[config.mk]
export PLATFORM = sky130hd
export DESIGN_NAME = csi_rx_packet_handler
export DESIGN_NICKNAME = d
export VERILOG_FILES = /design/src/rtl/csi_rx_pkg.sv /design/src/rtl/csi_rx_payload_ctr.sv /design/src/rtl/csi_rx_packet_handler.sv
export SDC_FILE = /design/constraint.sdc
export NUM_CORES = 1
export LEC_CHECK = 0
export ABC_AREA = 1
export BUFFER_PORTS_ARGS = -buffer_cell sky130_fd_sc_hd__buf_2
export CAP_MARGIN = 15
export CELL_PAD_IN_SITES_DETAIL_PLACEMENT = 0
export CELL_PAD_IN_SITES_GLOBAL_PLACEMENT = 1
export CORE_MARGIN = 5
export CORE_UTILIZATION = 39
export DETAILED_ROUTE_END_ITERATION = 8
export PLACE_DENSITY_LB_ADDON = 0.08
export REMOVE_ABC_BUFFERS = 1
export SYNTH_ARGS = -nofsm -noshare
export SYNTH_HDL_FRONTEND = slang
export SYNTH_SLANG_ARGS = --single-unit
[constraint.sdc]
create_clock -name clock -period 3.2 [get_ports clock]
set_input_delay 0.96 -clock clock [delete_from_list [all_inputs] [get_ports clock]]
set_output_delay 0.96 -clock clock [all_outputs]
set_load 0.02 [all_outputs]
[src/rtl/csi_rx_pkg.sv]
// Shared types and constants for the CSI-2 receive packet handler.
package csi_rx_pkg;

  localparam logic [5:0] DT_FS = 6'h00;
  localparam logic [5:0] DT_FE = 6'h01;
  localparam logic [5:0] DT_LS = 6'h02;
  localparam logic [5:0] DT_LE = 6'h03;

  typedef enum logic [1:0] {
    IDLE,
    HDR,
    PAYLOAD
  } state_t;

  typedef struct packed {
    logic [1:0]  vc;
    logic [5:0]  dt;
    logic [15:0] wc;
    logic [7:0]  ecc;
  } csi_hdr_t;

endpackage

[src/rtl/csi_rx_payload_ctr.sv]
// Long-packet byte tracker: remaining-byte count (payload plus CRC), per-word
// byte enables, last-payload-word flag and end-of-packet condition.
module csi_rx_payload_ctr (
  input  logic        clock,
  input  logic        reset_n,
  input  logic        load,
  input  logic [15:0] load_wc,
  input  logic        advance,
  input  logic [15:0] wc,
  output logic [1:0]  be,
  output logic        last,
  output logic        done
);

  logic [16:0] rem;
  logic [16:0] wc_x;
  logic [16:0] b;

  always_ff @(posedge clock) begin
    if (!reset_n) begin
      rem <= '0;
    end else if (load) begin
      rem <= {1'b0, load_wc} + 17'd2;
    end else if (advance) begin
      rem <= rem - 17'd2;
    end
  end

  // b is the index of the low byte carried by the current word
  assign wc_x  = {1'b0, wc};
  assign b     = wc_x + 17'd2 - rem;
  assign be[0] = b < wc_x;
  assign be[1] = (b + 17'd1) < wc_x;
  assign last  = (b < wc_x) && ((b + 17'd2) >= wc_x);
  assign done  = rem <= 17'd2;

endmodule

[src/rtl/csi_rx_packet_handler.sv]
// CSI-2 packet layer parser: header decode, short-packet sync pulses and
// long-packet payload streaming with byte enables.
module csi_rx_packet_handler #(
  parameter logic [15:0] MAX_WC      = 16'd8192,
  parameter logic [5:0]  LONG_DT_MIN = 6'h10
) (
  input  logic        clock,
  input  logic        reset_n,
  input  logic        enable,
  input  logic [15:0] word_data,
  input  logic        word_valid,
  output logic        wait_for_sync,
  output logic        packet_done,
  output logic        frame_start,
  output logic        frame_end,
  output logic        line_start,
  output logic        line_end,
  output logic [1:0]  vc,
  output logic [5:0]  data_type,
  output logic [15:0] word_count,
  output logic [7:0]  ecc,
  output logic [15:0] payload_data,
  output logic [1:0]  payload_be,
  output logic        payload_valid,
  output logic        payload_last,
  output logic        err_length,
  output logic        err_truncated
);
  import csi_rx_pkg::*;

  state_t   state, state_nxt;
  csi_hdr_t hdr, hdr_new;
  logic [15:0] word0;
  logic        hdr_load, ctr_load, ctr_adv;
  logic [1:0]  ctr_be;
  logic        ctr_last, ctr_done;
  logic        done_n, fs_n, fe_n, ls_n, le_n, pv_n, last_n, el_n, et_n;
  logic [1:0]  be_n;

  csi_rx_payload_ctr u_ctr (
    .clock   (clock),
    .reset_n (reset_n),
    .load    (ctr_load & enable),
    .load_wc (hdr_new.wc),
    .advance (ctr_adv & enable),
    .wc      (hdr.wc),
    .be      (ctr_be),
    .last    (ctr_last),
    .done    (ctr_done)
  );

  always_comb begin
    state_nxt = state;
    hdr_load  = 1'b0;
    ctr_load  = 1'b0;
    ctr_adv   = 1'b0;
    done_n    = 1'b0;
    fs_n      = 1'b0;
    fe_n      = 1'b0;
    ls_n      = 1'b0;
    le_n      = 1'b0;
    pv_n      = 1'b0;
    be_n      = 2'b00;
    last_n    = 1'b0;
    el_n      = 1'b0;
    et_n      = 1'b0;
    // word0 = {WC[7:0], DI}, current word = {ECC, WC[15:8]}
    hdr_new   = {word0[7:6], word0[5:0], word_data[7:0], word0[15:8], word_data[15:8]};
    case (state)
      IDLE: begin
        if (word_valid) state_nxt = HDR;
      end
      HDR: begin
        if (!word_valid) begin
          et_n      = 1'b1;
          done_n    = 1'b1;
          state_nxt = IDLE;
        end else begin
          hdr_load = 1'b1;
          if (hdr_new.dt < LONG_DT_MIN) begin
            fs_n      = hdr_new.dt == DT_FS;
            fe_n      = hdr_new.dt == DT_FE;
            ls_n      = hdr_new.dt == DT_LS;
            le_n      = hdr_new.dt == DT_LE;
            done_n    = 1'b1;
            state_nxt = IDLE;
          end else if (hdr_new.wc > MAX_WC) begin
            el_n      = 1'b1;
            done_n    = 1'b1;
            state_nxt = IDLE;
          end else begin
            ctr_load  = 1'b1;
            state_nxt = PAYLOAD;
          end
        end
      end
      PAYLOAD: begin
        if (!word_valid) begin
          et_n      = 1'b1;
          done_n    = 1'b1;
          state_nxt = IDLE;
        end else begin
          ctr_adv = 1'b1;
          be_n    = ctr_be;
          pv_n    = |ctr_be;
          last_n  = ctr_last;
          if (ctr_done) begin
            done_n    = 1'b1;
            state_nxt = IDLE;
          end
        end
      end
      default: state_nxt = IDLE;
    endcase
  end

  always_ff @(posedge clock) begin
    if (!reset_n) begin
      state         <= IDLE;
      word0         <= '0;
      hdr           <= '0;
      payload_data  <= '0;
      packet_done   <= 1'b0;
      frame_start   <= 1'b0;
      frame_end     <= 1'b0;
      line_start    <= 1'b0;
      line_end      <= 1'b0;
      payload_valid <= 1'b0;
      payload_be    <= 2'b00;
      payload_last  <= 1'b0;
      err_length    <= 1'b0;
      err_truncated <= 1'b0;
    end else if (!enable) begin
      // header fields deliberately hold across a disable
      state         <= IDLE;
      payload_data  <= '0;
      packet_done   <= 1'b0;
      frame_start   <= 1'b0;
      frame_end     <= 1'b0;
      line_start    <= 1'b0;
      line_end      <= 1'b0;
      payload_valid <= 1'b0;
      payload_be    <= 2'b00;
      payload_last  <= 1'b0;
      err_length    <= 1'b0;
      err_truncated <= 1'b0;
    end else begin
      state <= state_nxt;
      if (state == IDLE && word_valid) word0 <= word_data;
      if (hdr_load) hdr <= hdr_new;
      if (ctr_adv) payload_data <= word_data;
      packet_done   <= done_n;
      frame_start   <= fs_n;
      frame_end     <= fe_n;
      line_start    <= ls_n;
      line_end      <= le_n;
      payload_valid <= pv_n;
      payload_be    <= be_n;
      payload_last  <= last_n;
      err_length    <= el_n;
      err_truncated <= et_n;
    end
  end

  assign wait_for_sync = state == IDLE;
  assign vc            = hdr.vc;
  assign data_type     = hdr.dt;
  assign word_count    = hdr.wc;
  assign ecc           = hdr.ecc;

endmodule

==> flow_summary.ini, run 1 <==
[finish]
syn_to_final_growth_pct = 32.3
drive_gt1_share_pct = 26.0
final_core_util_pct = 52.8
fin_nets = 1328
fillers = 1767
antenna_cells = 0

[synth]
synth_area_leaders = dfxtp_1 (27%), ha_1 (15%), nand2_1 (10%), inv_1 (9.2%), a21oi_1 (7.0%)
ys_async_sr_fraction_pct = 0
yosys-top-cells-count = nand2_1 (188), inv_1 (171), a21oi_1 (98), dfxtp_1 (94), o21ai_0 (92)
synth-edff-count = 0
post-synth-top-count-cell = nand2_1
synth_cell_types = 34
synth_top_area_share_pct = 27.0
yosysTopAreaCell = dfxtp_1
syn_area_per_cell_sq_um = 6.81
synth_seq_cells = 94
synth_warnings = 0
synthCells = 1021
yosys_most_used_dff = dfxtp_1
syn_area_sq_um = 6960
yosysSeqAreaShare_pct = 27.0

[clock_network]
tritoncts = built
htreeDepth = 3
clk_latency_ns = 0.35
clock-sinks = 94
cts_buffer_depth = 2
path_clk_slew_ns = 0.07
root_buffer = clkbuf_16
cts_buffers = 9
hold_buffers = 0

[die]
ios = 80
initial_core_util_pct = 39.9
die_w_um = 144
rows = 48
coreArea_sq_um = 17400
dieHeight_um = 144
dieArea_sq_um = 20600

[global_route]
grt_antenna_before_repair = 0
grt_max_degree = 33
grt_pass1_wl_mm = 34.7
grt_usage_pct = 21.3
overflow = 0
grt_pass1_vias = 6943

[critical_path]
reg2reg_slack_ns = -0.34
worst-endpoint-arrival_ns = 3.79
start_kind = flop
r2r-start = word_count[1]
path_buf_inv = 3
r2r-end = payload_last
critPathMaxStageDelay_ns = 0.48
slowest_stage = fa_2
cp_top_family = simple AND/OR/NAND/NOR gates
cpMostUsedCell = nand2_1
crit_type = reg -> reg
critical_path_required_ns = 3.45
ff2ff_path_depth = 25
path_max_fanout = 4
endpoint_kind = flop

[timing]
min_period_over_period_pct = 111
hold_viol_final = 0
skew_ns = 0.00827
setup_ws_ns = -0.338
fin_setup_tns_ns = -0.948
setup_viol_count_final = 4
fin_crit_ns = 3.54
slew_violations = 0
rsz0062_at_grt = yes
timing.fmax_mhz = 283
slew_headroom_pct = 58.6
worst_pin_slew_ns = 0.620

[worst_hold_path]
hp-class = reg -> reg
holdPathStages = 2
min_from = data_type[5]
hold-path-endpoint = data_type[5]

[power_and_ir_drop]
power.density_nw_per_um2 = 465
power.leakage_nw = 4.57
ir_worst_vdd_mv = 0.274

[outcome]
failed_checks = negative setup slack
status = complete, but fails checks

[drt]
wl_per_cell_um = 14.7
drt_wl_total_mm = 21.3
drc_errors = 0
drt-pass1-iter-count = 5
vias = 7009
drtIter0Drc = 434
viasPerCell = 4.83
detail-route-antenna-nets = 0

[place]
hpwlAfterDp_mm = 17.2
gp_congestion = 0.872
port_buffers = 79
place_ws_ns = -0.547

[run]
maxCapViolCount = 0
tightest hold or removal path: cells and delay by family (launching register included):
family | cells | cell delay (ns)
flip-flops | 1 | 0.31
AO/OA/AOI/OAI | 1 | 0.05
buffers and inverters | 1 | 0.04
per-stage QoR:
step                instance area, sq um  hold WS [ns]  power (mW)  instances
global route                        9200         0.459        4.61       1451
global placement                    8470         0.429        2.98       1424
floorplan                           6840         0.420        2.32        994
detailed placement                  8470         0.431        2.99       1424
CTS                                 9070         0.445        4.24       1447
finish                              9200         0.440        4.28       1451
sequential cells by signal, indices dropped and copies added, names as in the netlist, 2 cells and up:
register      flops
vc                2
ecc               8
data_type         6
word_count       16
payload_be        2
word0            16
payload_data     16
state             2
u_ctr.rem        17
metal layers:
metal | global-route usage, % | vias up | part of all wire, %
met5 | 0 | - | 0
met4 | 5.80 | 0 | 1.3
met3 | 2.46 | 16 | 3.4
met2 | 36.3 | 107 | 47
met1 | 28.5 | 3168 | 48
li1 | - | 3718 | -
where the power goes:
part | total, mW | leakage, nW | switching, mW | internal, mW
registers | 1.23 | 0.762 | 0.0236 | 1.20
clock network | 1.16 | 0.149 | 0.500 | 0.655
logic | 1.90 | 3.66 | 1.07 | 0.826
logic make-up (layout without fill, tap and decap cells):
family / Yosys count / in the layout / synth area share (%)
compound gates: 203 / 203 / 15.0
buf+inv: 201 / 406 / 11.0
simple gates: 393 / 393 / 25.6
fa+ha+maj: 87 / 87 / 15.8
xor+xnor: 43 / 43 / 5.52
flops: 94 / 94 / 27.0
timing repair:
item | 4_1_cts | 5_1_grt
gates resized for setup | 42 | 22
endpoints found under the setup margin | 4 | 4
pin swaps | 31 | 26
buffers inserted | 7 | 4
endpoints found under the hold margin | 0 | 0
area by class of cell:
cell class | instances | area (sq um) | area share (%)
Clock buffer | 11 | 253 | 2.75
Clock inverter | 5 | 62.6 | 0.680
Inverter | 174 | 653 | 7.10
Multi-Input combinational cell | 726 | 4630 | 50.3
Sequential cell | 94 | 1880 | 20.5
Tap cell | 225 | 282 | 3.06
Timing Repair Buffer | 216 | 1440 | 15.7
cell usage in the layout (no fill, tap or decap), drive strengths merged, types with 8 or more instances in the layout:
master,count
xor2,35
xnor2,8
nor3,20
nand3,57
nor2,83
ha,86
a21oi,98
dfxtp,94
inv,176
buf,216
o21ai,94
nand4,17
clkbuf,11
nand2,200
how the worst max path moves through the flow:
stage / slack (ns) / startpoint / to / cells after the start
after detailed placement: -0.55 / word_count[1] / payload_last / 24
after floorplan: -0.52 / word_count[1] / payload_valid / 24
after CTS: -0.33 / word_count[1] / payload_valid / 25
after global routing: -0.56 / word_count[1] / payload_last / 25
final: -0.34 / word_count[1] / payload_last / 25
after global placement: -0.43 / word_count[1] / payload_last / 25
(Power assumes the default switching activity.)
==> inputs of run 2 (changes only) <==
Settings changed: CAP_MARGIN 15 to unset, REMOVE_ABC_BUFFERS 1 to unset.
==> flow_summary.ini, run 2 (synthesis results as in run 1) <==
[outcome]
status = complete, but fails checks
failed_checks = negative setup slack

[clock_network]
path_clk_slew_ns = 0.07
clk_latency_ns = 0.34
cts_buffer_depth = 2
cts_buffers = 9
tritoncts = built
root_buffer = clkbuf_16
clock-sinks = 94
hold_buffers = 0
htreeDepth = 3

[timing]
setup_viol_count_final = 4
hold_viol_final = 0
fin_setup_tns_ns = -0.970
setup_ws_ns = -0.284
worst_pin_slew_ns = 0.617
slew_violations = 0
skew_ns = 0.00952
slew_headroom_pct = 58.4
fin_crit_ns = 3.48
rsz0062_at_grt = yes
holdWs_ns = 0.441
min_period_over_period_pct = 109
timing.fmax_mhz = 287

[power_and_ir_drop]
ir_worst_vdd_mv = 0.302
power.leakage_nw = 4.65
power.density_nw_per_um2 = 464
total_power_mw = 4.41

[critical_path]
crit_type = reg -> reg
endpoint = payload_last
critical_path_required_ns = 3.44
endpoint_kind = flop
worst-endpoint-arrival_ns = 3.72
path_max_fanout = 4
start_kind = flop
r2r-start = word_count[1]
cp_top_family = simple AND/OR/NAND/NOR gates
ff2ff_path_depth = 26
reg2reg_slack_ns = -0.28
slowest_stage = fa_2
critPathMaxStageDelay_ns = 0.43
setup.worst_path.start = word_count[1]
path_buf_inv = 4
r2r-end = payload_last
worst-path-stages = 26
cpMostUsedCell = nand2_1

[drt]
detail-route-antenna-nets = 0
vias = 7012
drt_wl_total_mm = 21.6
drc_errors = 0
viasPerCell = 4.83
wl_per_cell_um = 14.8
drtIter0Drc = 337
drt-pass1-iter-count = 5

[global_route]
grt_usage_pct = 21.1
grt_pass1_wl_mm = 34.5
overflow = 0
grt_antenna_before_repair = 0
grt_max_degree = 36
grt_pass1_vias = 6824

[synth]
syn_nets = 1128

[finish]
drive_gt1_share_pct = 28.3
syn_to_final_growth_pct = 36.5
final_core_util_pct = 54.5
fin_nets = 1330
layout_common_cells = nand2_1 (174), inv_1 (164), buf_4 (132), dfxtp_1 (92)
top_register = u_ctr.rem
antenna_cells = 0
final_common_cell = nand2_1
fillers = 1759
largest_reg_flops = 17

[die]
rows = 48
ios = 80
dieArea_sq_um = 20600
dieHeight_um = 144
coreArea_sq_um = 17400
initial_core_util_pct = 39.9
die_w_um = 144

[place]
gp_congestion = 0.828
port_buffers = 79
hpwlAfterDp_mm = 17.5

[worst_hold_path]
hp-class = reg -> reg

[run]
maxCapViolCount = 0
[run 2: changes by cell type in the layout (fill, tap and decap cells not counted), sizes merged]
cell | previous run | this run
buf | 216 | 218
inv | 176 | 177
clkbuf | 11 | 10
clkinv | 0 | 2
clkinvlp | 2 | 0
[run 2: final cells by class]
| type | count | area, sq um | share of cell area [%] |
|---|---|---|---|
| Clock buffer | 10 | 239 | 2.52 |
| Clock inverter | 6 | 67.6 | 0.711 |
| Sequential cell | 94 | 1890 | 19.9 |
| Tap cell | 225 | 282 | 2.96 |
| Multi-Input combinational cell | 726 | 4880 | 51.4 |
| Timing Repair Buffer | 218 | 1490 | 15.6 |
| Inverter | 174 | 658 | 6.93 |
[run 2: worst min-delay path, stage by stage (launching register included)]
cell     delay (ns)
dfxtp_1        0.31
inv_1          0.05
a21oi_1        0.05
[run 2: metrics by stage]
stage / instances / instance area (sq um) / setup slack (ns)
6_report: 1453 / 9500 / -0.284
5_1_grt: 1453 / 9500 / -0.472
4_1_cts: 1447 / 9130 / -0.263
3_5_place_dp: 1426 / 8570 / -0.528
3_3_place_gp: 1426 / 8570 / -0.521
2_1_floorplan: 1021 / 7030 / -0.206
[run 2: per-layer routing]
metal	wire [um]	vias up	GRT usage, %
met5	0	-	0
met4	223	0	4.26
met3	579	18	2.26
met2	10300	102	36.3
met1	10400	3173	28.8
li1	-	3719	-
[run 2: worst min path at each step]
stage / from / end / depth (start not counted)
floorplan: word0[6] / word0[6] / 2
global placement: word0[7] / word0[7] / 2
detailed placement: ecc[4] / ecc[4] / 2
CTS: ecc[4] / ecc[4] / 2
global route: ecc[3] / ecc[3] / 2
finish: data_type[0] / data_type[0] / 2
[run 2: where the power goes]
group | switching, mW | internal, mW | total [mW] | leakage, nW
clock network | 0.482 | 0.634 | 1.12 | 0.154
logic | 1.15 | 0.914 | 2.07 | 3.73
registers | 0.0247 | 1.20 | 1.23 | 0.763
total | 1.66 | 2.75 | 4.41 | 4.65
[run 2: timing repair]
item / 4_1_cts / 5_1_grt
endpoints found under the setup margin: 4 / 4
setup buffers: 5 / 6
gates resized for setup: 38 / 58
pin swaps: 32 / 29
